### config.mk
export PLATFORM = sky130hd
export DESIGN_NAME = hazard_unit
export DESIGN_NICKNAME = d
export VERILOG_FILES = /design/src/rtl/hazard_unit_pkg.sv /design/src/rtl/hazard_unit_sat_counter.sv /design/src/rtl/hazard_unit.sv
export SDC_FILE = /design/constraint.sdc
export NUM_CORES = 1
export LEC_CHECK = 0
export CAP_MARGIN = 25
export CORE_MARGIN = 2
export CORE_UTILIZATION = 50
export DETAILED_ROUTE_END_ITERATION = 8
export PLACE_DENSITY = 0.79
export SLEW_MARGIN = 20
export SYNTH_ARGS = -nofsm -noshare
export SYNTH_HDL_FRONTEND = slang
export SYNTH_SLANG_ARGS = --single-unit
### constraint.sdc
create_clock -name clk -period 5.85 [get_ports clk]
set_clock_uncertainty 0.2 [all_clocks]
set_input_delay 0.585 -clock clk [delete_from_list [all_inputs] [get_ports clk]]
set_output_delay 0.585 -clock clk [all_outputs]
set_load 0.05 [all_outputs]
### src/rtl/hazard_unit_pkg.sv
//==============================================================================
// hazard_unit_pkg
// Shared CPU pipeline definitions: hazard-FSM state encodings, counter widths
// and forwarding mux-select encodings.
// Revision: 1.0
//==============================================================================
`default_nettype none

package hazard_unit_pkg;

  // Hazard-control FSM states
  typedef enum logic [1:0] {
    RUN        = 2'd0,
    LOAD_STALL = 2'd1,
    MEM_WAIT   = 2'd2
  } hz_state_t;

  // Counter widths
  localparam int WAIT_CNT_W = 8;
  localparam int PERF_CNT_W = 16;

  // Forwarding mux selects used by the execute-stage operand muxes
  typedef enum logic [1:0] {
    FWD_NONE = 2'd0,
    FWD_XM   = 2'd1,
    FWD_MW   = 2'd2
  } fwd_sel_t;

endpackage

`default_nettype wire

### src/rtl/hazard_unit_sat_counter.sv
//==============================================================================
// sat_counter
// Up-counter that sticks at its all-ones value instead of wrapping.
// Revision: 1.0
//==============================================================================
`default_nettype none

module sat_counter #(
  parameter int WIDTH = 16
) (
  input  logic             clk,
  input  logic             rst_n,
  input  logic             i_inc,
  output logic [WIDTH-1:0] o_count
);

  logic [WIDTH-1:0] r_count;

  // Count up on request, hold once every bit is set
  always_ff @(posedge clk or negedge rst_n) begin
    if (!rst_n) begin
      r_count <= '0;
    end else if (i_inc && (r_count != {WIDTH{1'b1}})) begin
      r_count <= r_count + WIDTH'(1);
    end
  end

  assign o_count = r_count;

endmodule

`default_nettype wire

### src/rtl/hazard_unit.sv
//==============================================================================
// hazard_unit
// Pipeline hazard controller: load-use stall, taken-branch flush and
// data-memory wait freeze, with a sticky wait-timeout flag and saturating
// stall/flush performance counters.
// Revision: 1.0
//==============================================================================
`default_nettype none

module hazard_unit
  import hazard_unit_pkg::*;
#(
  parameter int unsigned MEM_TIMEOUT = 255
) (
  input  logic        clk,
  input  logic        rst,
  input  logic [4:0]  rs_addr_fd,
  input  logic [4:0]  rt_addr_fd,
  input  logic        uses_rt_fd,
  input  logic        mem_read_dx,
  input  logic [4:0]  write_reg_addr_dx,
  input  logic        branch_taken_xm,
  input  logic        dmem_req_xm,
  input  logic        dmem_ready,
  output logic        pc_en,
  output logic        fd_en,
  output logic        dx_en,
  output logic        xm_en,
  output logic        fd_flush,
  output logic        dx_flush,
  output logic        mw_flush,
  output logic        mem_timeout,
  output logic [15:0] stall_cycles,
  output logic [15:0] flush_count
);

  hz_state_t             r_state;
  hz_state_t             w_next;
  logic [WAIT_CNT_W-1:0] r_wait;
  logic [WAIT_CNT_W-1:0] w_wait_inc;
  logic                  r_timeout;
  logic                  w_memwait;
  logic                  w_loaduse;
  logic                  w_freeze;
  logic                  w_ld_stall;
  logic                  w_br_flush;
  logic                  w_wait_clr;

  assign w_memwait  = dmem_req_xm && !dmem_ready;
  // $0 is hard-wired zero, so a load targeting it never creates a hazard
  assign w_loaduse  = mem_read_dx && (write_reg_addr_dx != 5'd0) &&
                      ((write_reg_addr_dx == rs_addr_fd) ||
                       (uses_rt_fd && (write_reg_addr_dx == rt_addr_fd)));
  assign w_wait_inc = (r_wait == {WAIT_CNT_W{1'b1}}) ? r_wait : r_wait + WAIT_CNT_W'(1);

  // Next state and hazard actions; priority memwait > branch > load-use
  always_comb begin
    w_next     = RUN;
    w_freeze   = 1'b0;
    w_ld_stall = 1'b0;
    w_br_flush = 1'b0;
    w_wait_clr = 1'b0;
    if (r_state == MEM_WAIT) begin
      if (!dmem_ready) begin
        w_freeze = 1'b1;
        w_next   = MEM_WAIT;
      end else begin
        // Leaving the wait: branch still honoured, load-use deliberately not
        w_wait_clr = 1'b1;
        w_br_flush = branch_taken_xm;
      end
    end else if (w_memwait) begin
      w_freeze = 1'b1;
      w_next   = MEM_WAIT;
    end else if (branch_taken_xm) begin
      w_br_flush = 1'b1;
    end else if (w_loaduse && (r_state == RUN)) begin
      // LOAD_STALL masks load-use so the stall lasts exactly one cycle
      w_ld_stall = 1'b1;
      w_next     = LOAD_STALL;
    end
    // Reset forces default controls immediately, without waiting for clk
    if (!rst) begin
      w_freeze   = 1'b0;
      w_ld_stall = 1'b0;
      w_br_flush = 1'b0;
    end
  end

  assign pc_en    = !(w_freeze || w_ld_stall);
  assign fd_en    = !(w_freeze || w_ld_stall);
  assign dx_en    = !w_freeze;
  assign xm_en    = !w_freeze;
  assign fd_flush = w_br_flush;
  assign dx_flush = w_br_flush || w_ld_stall;
  assign mw_flush = w_freeze;

  // State register, memory-wait counter and sticky timeout flag
  always_ff @(posedge clk or negedge rst) begin
    if (!rst) begin
      r_state   <= RUN;
      r_wait    <= '0;
      r_timeout <= 1'b0;
    end else begin
      r_state <= w_next;
      if (w_wait_clr) begin
        r_wait <= '0;
      end else if (w_freeze) begin
        r_wait <= w_wait_inc;
        if (32'(w_wait_inc) >= MEM_TIMEOUT) begin
          r_timeout <= 1'b1;
        end
      end
    end
  end

  assign mem_timeout = r_timeout;

  sat_counter #(.WIDTH(PERF_CNT_W)) u_stall_cnt (
    .clk     (clk),
    .rst_n   (rst),
    .i_inc   (!pc_en),
    .o_count (stall_cycles)
  );

  sat_counter #(.WIDTH(PERF_CNT_W)) u_flush_cnt (
    .clk     (clk),
    .rst_n   (rst),
    .i_inc   (w_br_flush),
    .o_count (flush_count)
  );

endmodule

`default_nettype wire

* Yosys cells after proc, flatten, opt, wreduce, memory -nomap -nowiden
Cells that the tools add are included.
Word-level totals: bits of input ports 22, word-level logic and storage cells 57, register bits 43
Operators by class: muxes and demuxes 24, bitwise logic cells 1, reductions and logical operators 17, equal/unequal tests 6, $lt $le $gt $ge 1, $add $sub $neg 3
Operator list (number):
- $add A16 B1 Y16 const B | 2
- $ne A16 B16 Y1 const B | 2
- $mux W8 | 3
- $mux W1 | 18
- $eq A5 B5 Y1 | 2
- $add A8 B1 Y8 const B | 1
- $eq A8 B8 Y1 const B | 1
- $ge A8 B8 Y1 const B | 1
- $logic_and A1 B1 Y1 | 7
- $mux W2 | 3
- $reduce_bool A5 Y1 | 1
- $logic_not A1 Y1 | 3
- $logic_or A1 B1 Y1 | 3
- $reduce_and A3 Y1 | 1
- $eq A2 B2 Y1 const B | 1
- $logic_not A2 Y1 | 1
- $reduce_bool A2 Y1 | 1
- $not A1 Y1 | 1

* Logic depth before layout (Yosys ltp)
Gate-level depths: netlist of the first run.
depth in word-level cells 12, gate-level depth with buffers 9, mapped depth without buffers 7

* Modules after synthesis
Synthesis of the first run repeated with hierarchy kept, for this count alone.
Second synthesis, totals: cells, all modules 250, area, all modules 2637.5 um^2
Modules (own cells, without submodules):
- sat_counter | times used 2, cells an instance 72, sequential area each 400.4 um^2, area each 859.6 um^2
- hazard_unit | times used 1, cells an instance 106, sequential area each 275.3 um^2, area each 918.4 um^2

* Least setup slack after synthesis of the first run
OpenSTA, ideal clock, no wires.
path kind input -> output, start input port dmem_req_xm, end output port pc_en, path slack 2.808 ns, data arrival time 2.257 ns, path buffers 3, cell stages on the path 7, path through o21bai_1 or2_1 clkbuf_1 inv_2 a21oi_4 buf_6 buf_4
On the way: longest elaborated chain between the ends 6, elaborated cells between the ends (all ways) 9
RTL lines:
- start, declared | line hazard_unit.sv:23 | input logic dmem_req_xm,
- $logic_and A1 B1 Y1 (*) | line hazard_unit.sv:49 | assign w_memwait = dmem_req_xm && !dmem_ready;
- $mux W1 | line hazard_unit.sv:72 | end else if (w_memwait) begin
- $mux W1 | line hazard_unit.sv:63 | if (r_state == MEM_WAIT) begin
- $mux W1 | line hazard_unit.sv:83 | if (!rst) begin
- $logic_or A1 B1 Y1 (*)
- $logic_not A1 Y1 (*)
- end, declared | line hazard_unit.sv:25 | output logic pc_en,
Every way passes the cells marked *; elsewhere a longest branch is shown, timed or not.

* Worst setup path after layout of the first run
start input port write_reg_addr_dx[1], end output port pc_en
On the way: longest elaborated chain between the ends 12, elaborated cells between the ends (all ways) 15
RTL lines:
- start, declared | line hazard_unit.sv:21 | input logic [4:0] write_reg_addr_dx,
- $eq A5 B5 Y1 | line hazard_unit.sv:53 | (uses_rt_fd && (write_reg_addr_dx == rt_addr_fd)));
- $logic_and A1 B1 Y1 | line hazard_unit.sv:53
- $logic_or A1 B1 Y1 | line hazard_unit.sv:52 | ((write_reg_addr_dx == rs_addr_fd) ||
- $logic_and A1 B1 Y1 (*) | line hazard_unit.sv:51 | assign w_loaduse = mem_read_dx && (write_reg_addr_dx != 5'd0) &&
- $logic_and A1 B1 Y1 (*) | line hazard_unit.sv:77 | end else if (w_loaduse && (r_state == RUN)) begin
- $mux W1 (*) | line hazard_unit.sv:77
- $mux W1 (*) | line hazard_unit.sv:75 | end else if (branch_taken_xm) begin
- $mux W1 (*) | line hazard_unit.sv:72
- $mux W1 (*) | line hazard_unit.sv:63
- $mux W1 (*) | line hazard_unit.sv:83
- $logic_or A1 B1 Y1 (*) | line hazard_unit.sv:90 | assign pc_en = !(w_freeze || w_ld_stall);
- $logic_not A1 Y1 (*) | line hazard_unit.sv:90
Marks and branches as above.

==> flow_metrics.py, run 1 <==
metrics = {
    "outcome": {
        "status": "completed",
    },
    "global_routing": {
        "grt_overflow": 0,
        "grt_pass1_vias": 1815,
        "grt_usage": 0.207,
        "grt_max_degree": 25,
        "grt_pass1_wl_um": 8370,
        "antenna_found_initial": 0,
    },
    "timing": {
        "finalSetupTns_ns": 0,
        "tightest_slew_ns": 0.902,
        "fmax_mhz": 247,
        "grt_setup_unrepaired": "false",
        "post-route-min-period_ns": 4.05,
        "post-route-period-util": 0.692,
        "slew_viol_final": 0,
        "maxSlewHeadroom": 0.393,
        "setup_viol": 0,
        "finalHoldViolCount": 0,
        "hold_ws_ns": 0.0333,
    },
    "synth": {
        "synthArstFlopShare": 1.00,
        "synthFlopType": "dfrtp_1",
        "yosys_warnings": 0,
        "ys_ff_latch": 43,
        "yosysSeqAreaShare": 0.467,
        "synth_area_um2": 2300,
        "synth_edf_count": 0,
        "synth_nets": 259,
        "syn_area_per_cell_um2": 9.84,
        "yosysUniqueCellTypes": 43,
        "synth_cells": 234,
    },
    "placement": {
        "globalplace.congestion": 0.852,
        "placement.io_buffers": 61,
        "dp_hpwl_um": 3730,
    },
    "finish": {
        "fin_util": 0.688,
        "drive_gt1_frac": 0.0642,
        "fin_nets": 320,
        "synthToLayoutAreaGrowth_pct": 31.1,
        "antenna-diode-count": 0,
        "num-fill-cells": 363,
        "final_cell_mix": "60 x clkdlybuf4s50_1, 43 x dfrtp_1, 27 x nand2_1, 24 x xnor2_1",
        "final_common_cell": "clkdlybuf4s50_1",
    },
    "power": {
        "p_sw_frac": 0.400,
        "pwr-share-comb": 0.369,
        "p_leak_nw": 1.30,
        "power_w": 0.000914,
        "peakVddDrop_mv": 0.285,
        "p_clk_frac": 0.204,
        "p_per_area_nw_per_um2": 303,
        "internal_power_w": 0.000548,
        "p_sw_w": 0.000366,
        "seqPwrFrac": 0.427,
    },
    "clocking": {
        "cts_made_buffers": 5,
        "tritoncts": "yes",
        "post_cts_resized": 0,
        "root_buffer": "clkbuf_8",
        "cts.path.max_buffers": 2,
        "clk_pin_slew_ns": 0.08,
        "post_cts_buffers": 0,
        "cts-htree-levels": 2,
        "cts_hold_buf": 0,
        "clk_latency_ns": 0.29,
        "clkSinkCount": 43,
    },
    "hold_path": {
        "hp-class": "in -> async",
    },
    "routing": {
        "avgViaCountPerCell": 5.50,
        "vias": 1913,
        "drt_iter0_drc": 109,
        "antenna_left": 0,
        "drt_pre_antenna_iters": 4,
        "drc_errors": 0,
        "wl_per_cell_um": 14.4,
        "wirelength_um": 5020,
    },
    "setup_path": {
        "worstSetupEndpointType": "output pin",
        "cp_data_arrival_time_ns": 3.26,
        "path_max_fanout": 17,
        "path_class": "in -> out",
        "cp-start-kind": "input pin",
        "worstPathRequired_ns": 5.07,
    },
    "floorplan": {
        "die_h_um": 71.9,
        "io_pins": 62,
        "die_area_um2": 5160,
        "rows": 24,
        "core_um2": 4380,
        "start_util": 0.525,
        "die_x_um": 71.9,
    },
    "run": {
        "drv_cap": 0,
    },
}
-- flip-flops by register name (all words and copies together) (netlist names) --
register / count
u_stall_cnt.o_count: 16
r_state: 2
mem_timeout: 1
u_flush_cnt.o_count: 16
r_wait: 8
-- through the flow --
stage / cells / setup WS, ns / area, um^2
final: 348 / 1.80 / 3020
after global routing: 348 / 1.72 / 3020
after global placement: 340 / 1.86 / 2930
after detailed placement: 340 / 1.80 / 2930
after CTS: 348 / 1.80 / 3020
after floorplan: 234 / 2.81 / 2300
-- cells by family (layout without fill, tap and decap cells) --
group	Yosys count	count (layout)	share of synthesized area
AOI/OAI and AO/OA	27	27	0.0772
buffers and inverters	18	80	0.0370
muxes	4	4	0.0206
DFF	43	43	0.467
xor gates and xnor gates	40	40	0.152
and+or+nand+nor	99	99	0.229
adders and majority gates	3	3	0.0163
-- power by group through the flow --
| stage | registers (W) | clock network (W) | logic, W |
|---|---|---|---|
| 6_report | 0.000390 | 0.000186 | 0.000337 |
| 5_1_grt | 0.000399 | 0.000200 | 0.000358 |
| 4_1_cts | 0.000391 | 0.000190 | 0.000341 |
| 3_5_place_dp | 0.000395 | 0 | 0.000340 |
| 3_3_place_gp | 0.000394 | 0 | 0.000333 |
| 2_1_floorplan | 0.000514 | 0 | 0.0000924 |
-- cells in the mapped netlist, drive strengths merged (4+ instances only) --
| cell | instances | area [um^2] |
|---|---|---|
| a21oi | 12 | 71.3 |
| and3 | 8 | 50.1 |
| and4 | 4 | 35.0 |
| buf | 5 | 36.3 |
| dfrtp | 43 | 1080 |
| inv | 10 | 37.5 |
| nand2 | 27 | 101 |
| nand3 | 16 | 80.1 |
| nand4 | 7 | 43.8 |
| nor2 | 9 | 38.8 |
| nor3 | 11 | 55.1 |
| nor4 | 5 | 37.5 |
| o21ai | 5 | 25.0 |
| xnor2 | 24 | 210 |
| xor2 | 16 | 140 |
-- path summary, 6_finish.rpt --
path	startpoint	to	slack [ns]	depth (start not counted)
min in group clk	mem_timeout$_DFFE_PN0P_	mem_timeout$_DFFE_PN0P_	0.26	1
worst min-delay path	rst	r_state[1]$_DFF_PN0_	0.03	1
worst min register to register	mem_timeout$_DFFE_PN0P_	mem_timeout$_DFFE_PN0P_	0.26	1
max in group asynchronous	rst	u_stall_cnt.o_count[11]$_DFFE_PN0P_	4.73	2
worst max register to register	r_state[1]$_DFF_PN0_	u_flush_cnt.o_count[9]$_DFFE_PN0P_	3.34	6
worst max-delay path	write_reg_addr_dx[1]	pc_en	1.80	6
-- worst max-delay path, cell delays in order --
cell	delay, ns
clkdlybuf4s50_1	0.47
or4_1	0.57
o221ai_2	0.23
nor2_2	0.08
a21oi_4	0.42
clkdlybuf4s50_1	0.90
-- area by class of cell --
class / instances / area (um^2) / share of cell area
repair buffers: 62 / 613 / 0.203
multi-input cells: 173 / 1140 / 0.378
clock inverters: 2 / 12.5 / 0.00415
clock buffers: 6 / 72.6 / 0.0240
inverters: 10 / 37.5 / 0.0124
flip-flops and latches: 43 / 1080 / 0.357
well taps: 52 / 65.1 / 0.0216
-- metal layers --
metal  share of wire  global-route usage  vias up
met2            0.46               0.317       56
met3           0.060              0.0450        8
li1                -                   -      933
met5               0                   0        -
met4           0.015              0.0713        0
met1            0.47               0.291      916
Note: power is estimated with default switching activity, not from simulation.
==> run 2, diff against run 1 <==
--- a/config.mk
+++ b/config.mk
@@ -7,9 +7,9 @@
 export LEC_CHECK = 0
 export CAP_MARGIN = 25
 export CORE_MARGIN = 2
-export CORE_UTILIZATION = 50
+export CORE_UTILIZATION = 44
 export DETAILED_ROUTE_END_ITERATION = 8
-export PLACE_DENSITY = 0.79
+export PLACE_DENSITY = 0.74
 export SLEW_MARGIN = 20
 export SYNTH_ARGS = -nofsm -noshare
 export SYNTH_HDL_FRONTEND = slang
==> constraint.sdc (replaced) <==
create_clock -name clk -period 3.62 [get_ports clk]
set_clock_uncertainty 0.2 [all_clocks]
set_input_delay 0.362 -clock clk [delete_from_list [all_inputs] [get_ports clk]]
set_output_delay 0.362 -clock clk [all_outputs]
set_load 0.05 [all_outputs]
==> run 2 against run 1 <==
Against the previous run: flip-flop and latch count did not move; count of clock-buffer cells in the layout did not move; register-to-register slack got worse by 2.2 ns; critical path depth rose by 1; critical path type unchanged; highest routed layer unchanged.
==> flow_metrics.py, run 2 (same netlist as run 1, synthesis figures left out) <==
metrics = {
    "routing": {
        "drt_pre_antenna_iters": 4,
        "vias": 1879,
        "antenna_left": 0,
        "wl_per_cell_um": 13.0,
        "wirelength_um": 4780,
        "drt_iter0_drc": 87,
        "avgViaCountPerCell": 5.11,
        "drc_errors": 0,
    },
    "finish": {
        "num-fill-cells": 467,
        "synthToLayoutAreaGrowth_pct": 33.7,
        "fin_nets": 322,
        "drive_gt1_frac": 0.0738,
        "antenna-diode-count": 0,
        "final_common_cell": "clkdlybuf4s50_1",
        "fin_util": 0.607,
        "final_cell_mix": "58 x clkdlybuf4s50_1, 43 x dfrtp_1, 27 x nand2_1, 24 x xnor2_1",
    },
    "clocking": {
        "post_cts_buffers": 0,
        "clk_latency_ns": 0.28,
        "clk_pin_slew_ns": 0.08,
        "tritoncts": "yes",
        "cts.path.max_buffers": 2,
        "clkSinkCount": 43,
        "cts-htree-levels": 2,
        "cts_made_buffers": 5,
        "root_buffer": "clkbuf_8",
    },
    "placement": {
        "post-place-ws_ns": 0.466,
        "placement.io_buffers": 61,
        "dp_hpwl_um": 3500,
        "globalplace.congestion": 0.826,
    },
    "setup_path": {
        "reg2reg_depth": 7,
        "cp_data_arrival_time_ns": 2.58,
        "crit_start": "branch_taken_xm",
        "r2r_end": "u_stall_cnt.o_count[1]$_DFFE_PN0P_",
        "worstReg2RegStart": "u_stall_cnt.o_count[0]$_DFFE_PN0P_",
        "path_max_fanout": 2,
        "cp-start-kind": "input pin",
        "crit_path_cell_trace": "clkdlybuf4s50_1 > nor4b_1 > o221ai_2 > nor2_2 > nand2_1 > nand2_1 > clkdlybuf4s50_1",
        "worstPathRequired_ns": 3.06,
        "path_class": "in -> out",
        "slowest_delay_ns": 0.82,
        "rrSetupSlack_ns": 1.15,
        "worstSetupEndpointType": "output pin",
        "crit_slowest_cell": "clkdlybuf4s50_1",
    },
    "power": {
        "peakVddDrop_mv": 0.477,
        "p_leak_nw": 1.32,
        "p_per_area_nw_per_um2": 477,
    },
    "timing": {
        "post-route-period-util": 0.867,
        "setup_viol": 0,
        "grt_setup_unrepaired": "false",
        "post-route-min-period_ns": 3.14,
        "finalHoldViolCount": 0,
        "fmax_mhz": 319,
        "maxSlewHeadroom": 0.616,
        "slew_viol_final": 0,
        "setup_ws_ns": 0.482,
        "finalSetupTns_ns": 0,
        "tightest_slew_ns": 0.575,
    },
    "global_routing": {
        "grt_usage": 0.170,
        "grt_pass1_vias": 1783,
        "grt_overflow": 0,
        "grt_max_degree": 44,
        "grt_pass1_wl_um": 8260,
        "antenna_found_initial": 0,
    },
    "floorplan": {
        "start_util": 0.454,
        "io_pins": 62,
        "die_area_um2": 5830,
        "core_um2": 5070,
        "rows": 26,
        "die_h_um": 76.3,
        "die_x_um": 76.3,
    },
    "hold_path": {
        "holdPathStages": 1,
        "hold_path_end": "mem_timeout$_DFFE_PN0P_",
        "min_from": "mem_timeout$_DFFE_PN0P_",
        "hp-class": "reg -> reg",
    },
    "run": {
        "drv_cap": 0,
    },
    "outcome": {
        "status": "completed",
    },
}
-- run 2: cell types whose count changed in the layout (fill, tap and decap cells not counted) --
cell             change
buf_12               +2
clkdlybuf4s50_1      -2
buf_4                +1
dlygate4sd3_1        +1
-- run 2: repair_timing --
action / CTS / global route
hold endpoints to repair: 43 / 0
hold buffers: 1 / 0
gates resized for setup: 0 / 0
-- run 2: routing by layer --
layer / track usage / wire (um)
met1: 0.244 / 2350
met3: 0.0320 / 172
met4: 0.0327 / 15
met2: 0.273 / 2240
met5: 0 / 0
-- run 2: final cells by class --
| cell class | instances | area (um^2) | share of cell area |
|---|---|---|---|
| Multi-Input combinational cell | 173 | 1140 | 0.371 |
| Sequential cell | 43 | 1080 | 0.350 |
| Timing Repair Buffer | 64 | 651 | 0.211 |
| Tap cell | 70 | 87.6 | 0.0285 |
| Clock buffer | 6 | 72.6 | 0.0236 |
| Inverter | 10 | 37.5 | 0.0122 |
| Clock inverter | 2 | 12.5 | 0.00407 |
-- run 2: worst max-delay path by stage --
stage / end / cells past startpoint
3_5_place_dp: dx_flush / 7
3_3_place_gp: dx_flush / 7
4_1_cts: dx_flush / 7
6_report: dx_flush / 7
5_1_grt: dx_flush / 7
2_1_floorplan: pc_en / 8
-- run 2: through the flow --
step | total power, W | hold WS (ns) | cell area [um^2] | std cells
floorplan | 0.000980 | -0.134 | 2300 | 234
global placement | 0.00118 | 0.244 | 2980 | 359
detailed placement | 0.00119 | 0.254 | 2980 | 359
CTS | 0.00148 | 0.273 | 3080 | 368
global route | 0.00154 | 0.300 | 3080 | 368
finish | 0.00147 | 0.269 | 3080 | 368
-- run 2: power by group --
group | switching, W | internal (W) | total [W]
clock network | 0.000158 | 0.000135 | 0.000293
registers | 0.0000860 | 0.000546 | 0.000632
logic | 0.000337 | 0.000207 | 0.000544
-- run 2: critical path: cells and delay by family --
family | cells | cell delay (ns)
buffers and inverters | 2 | 1.26
AOI/OAI and AO/OA | 1 | 0.18
and+or+nand+nor | 4 | 0.77
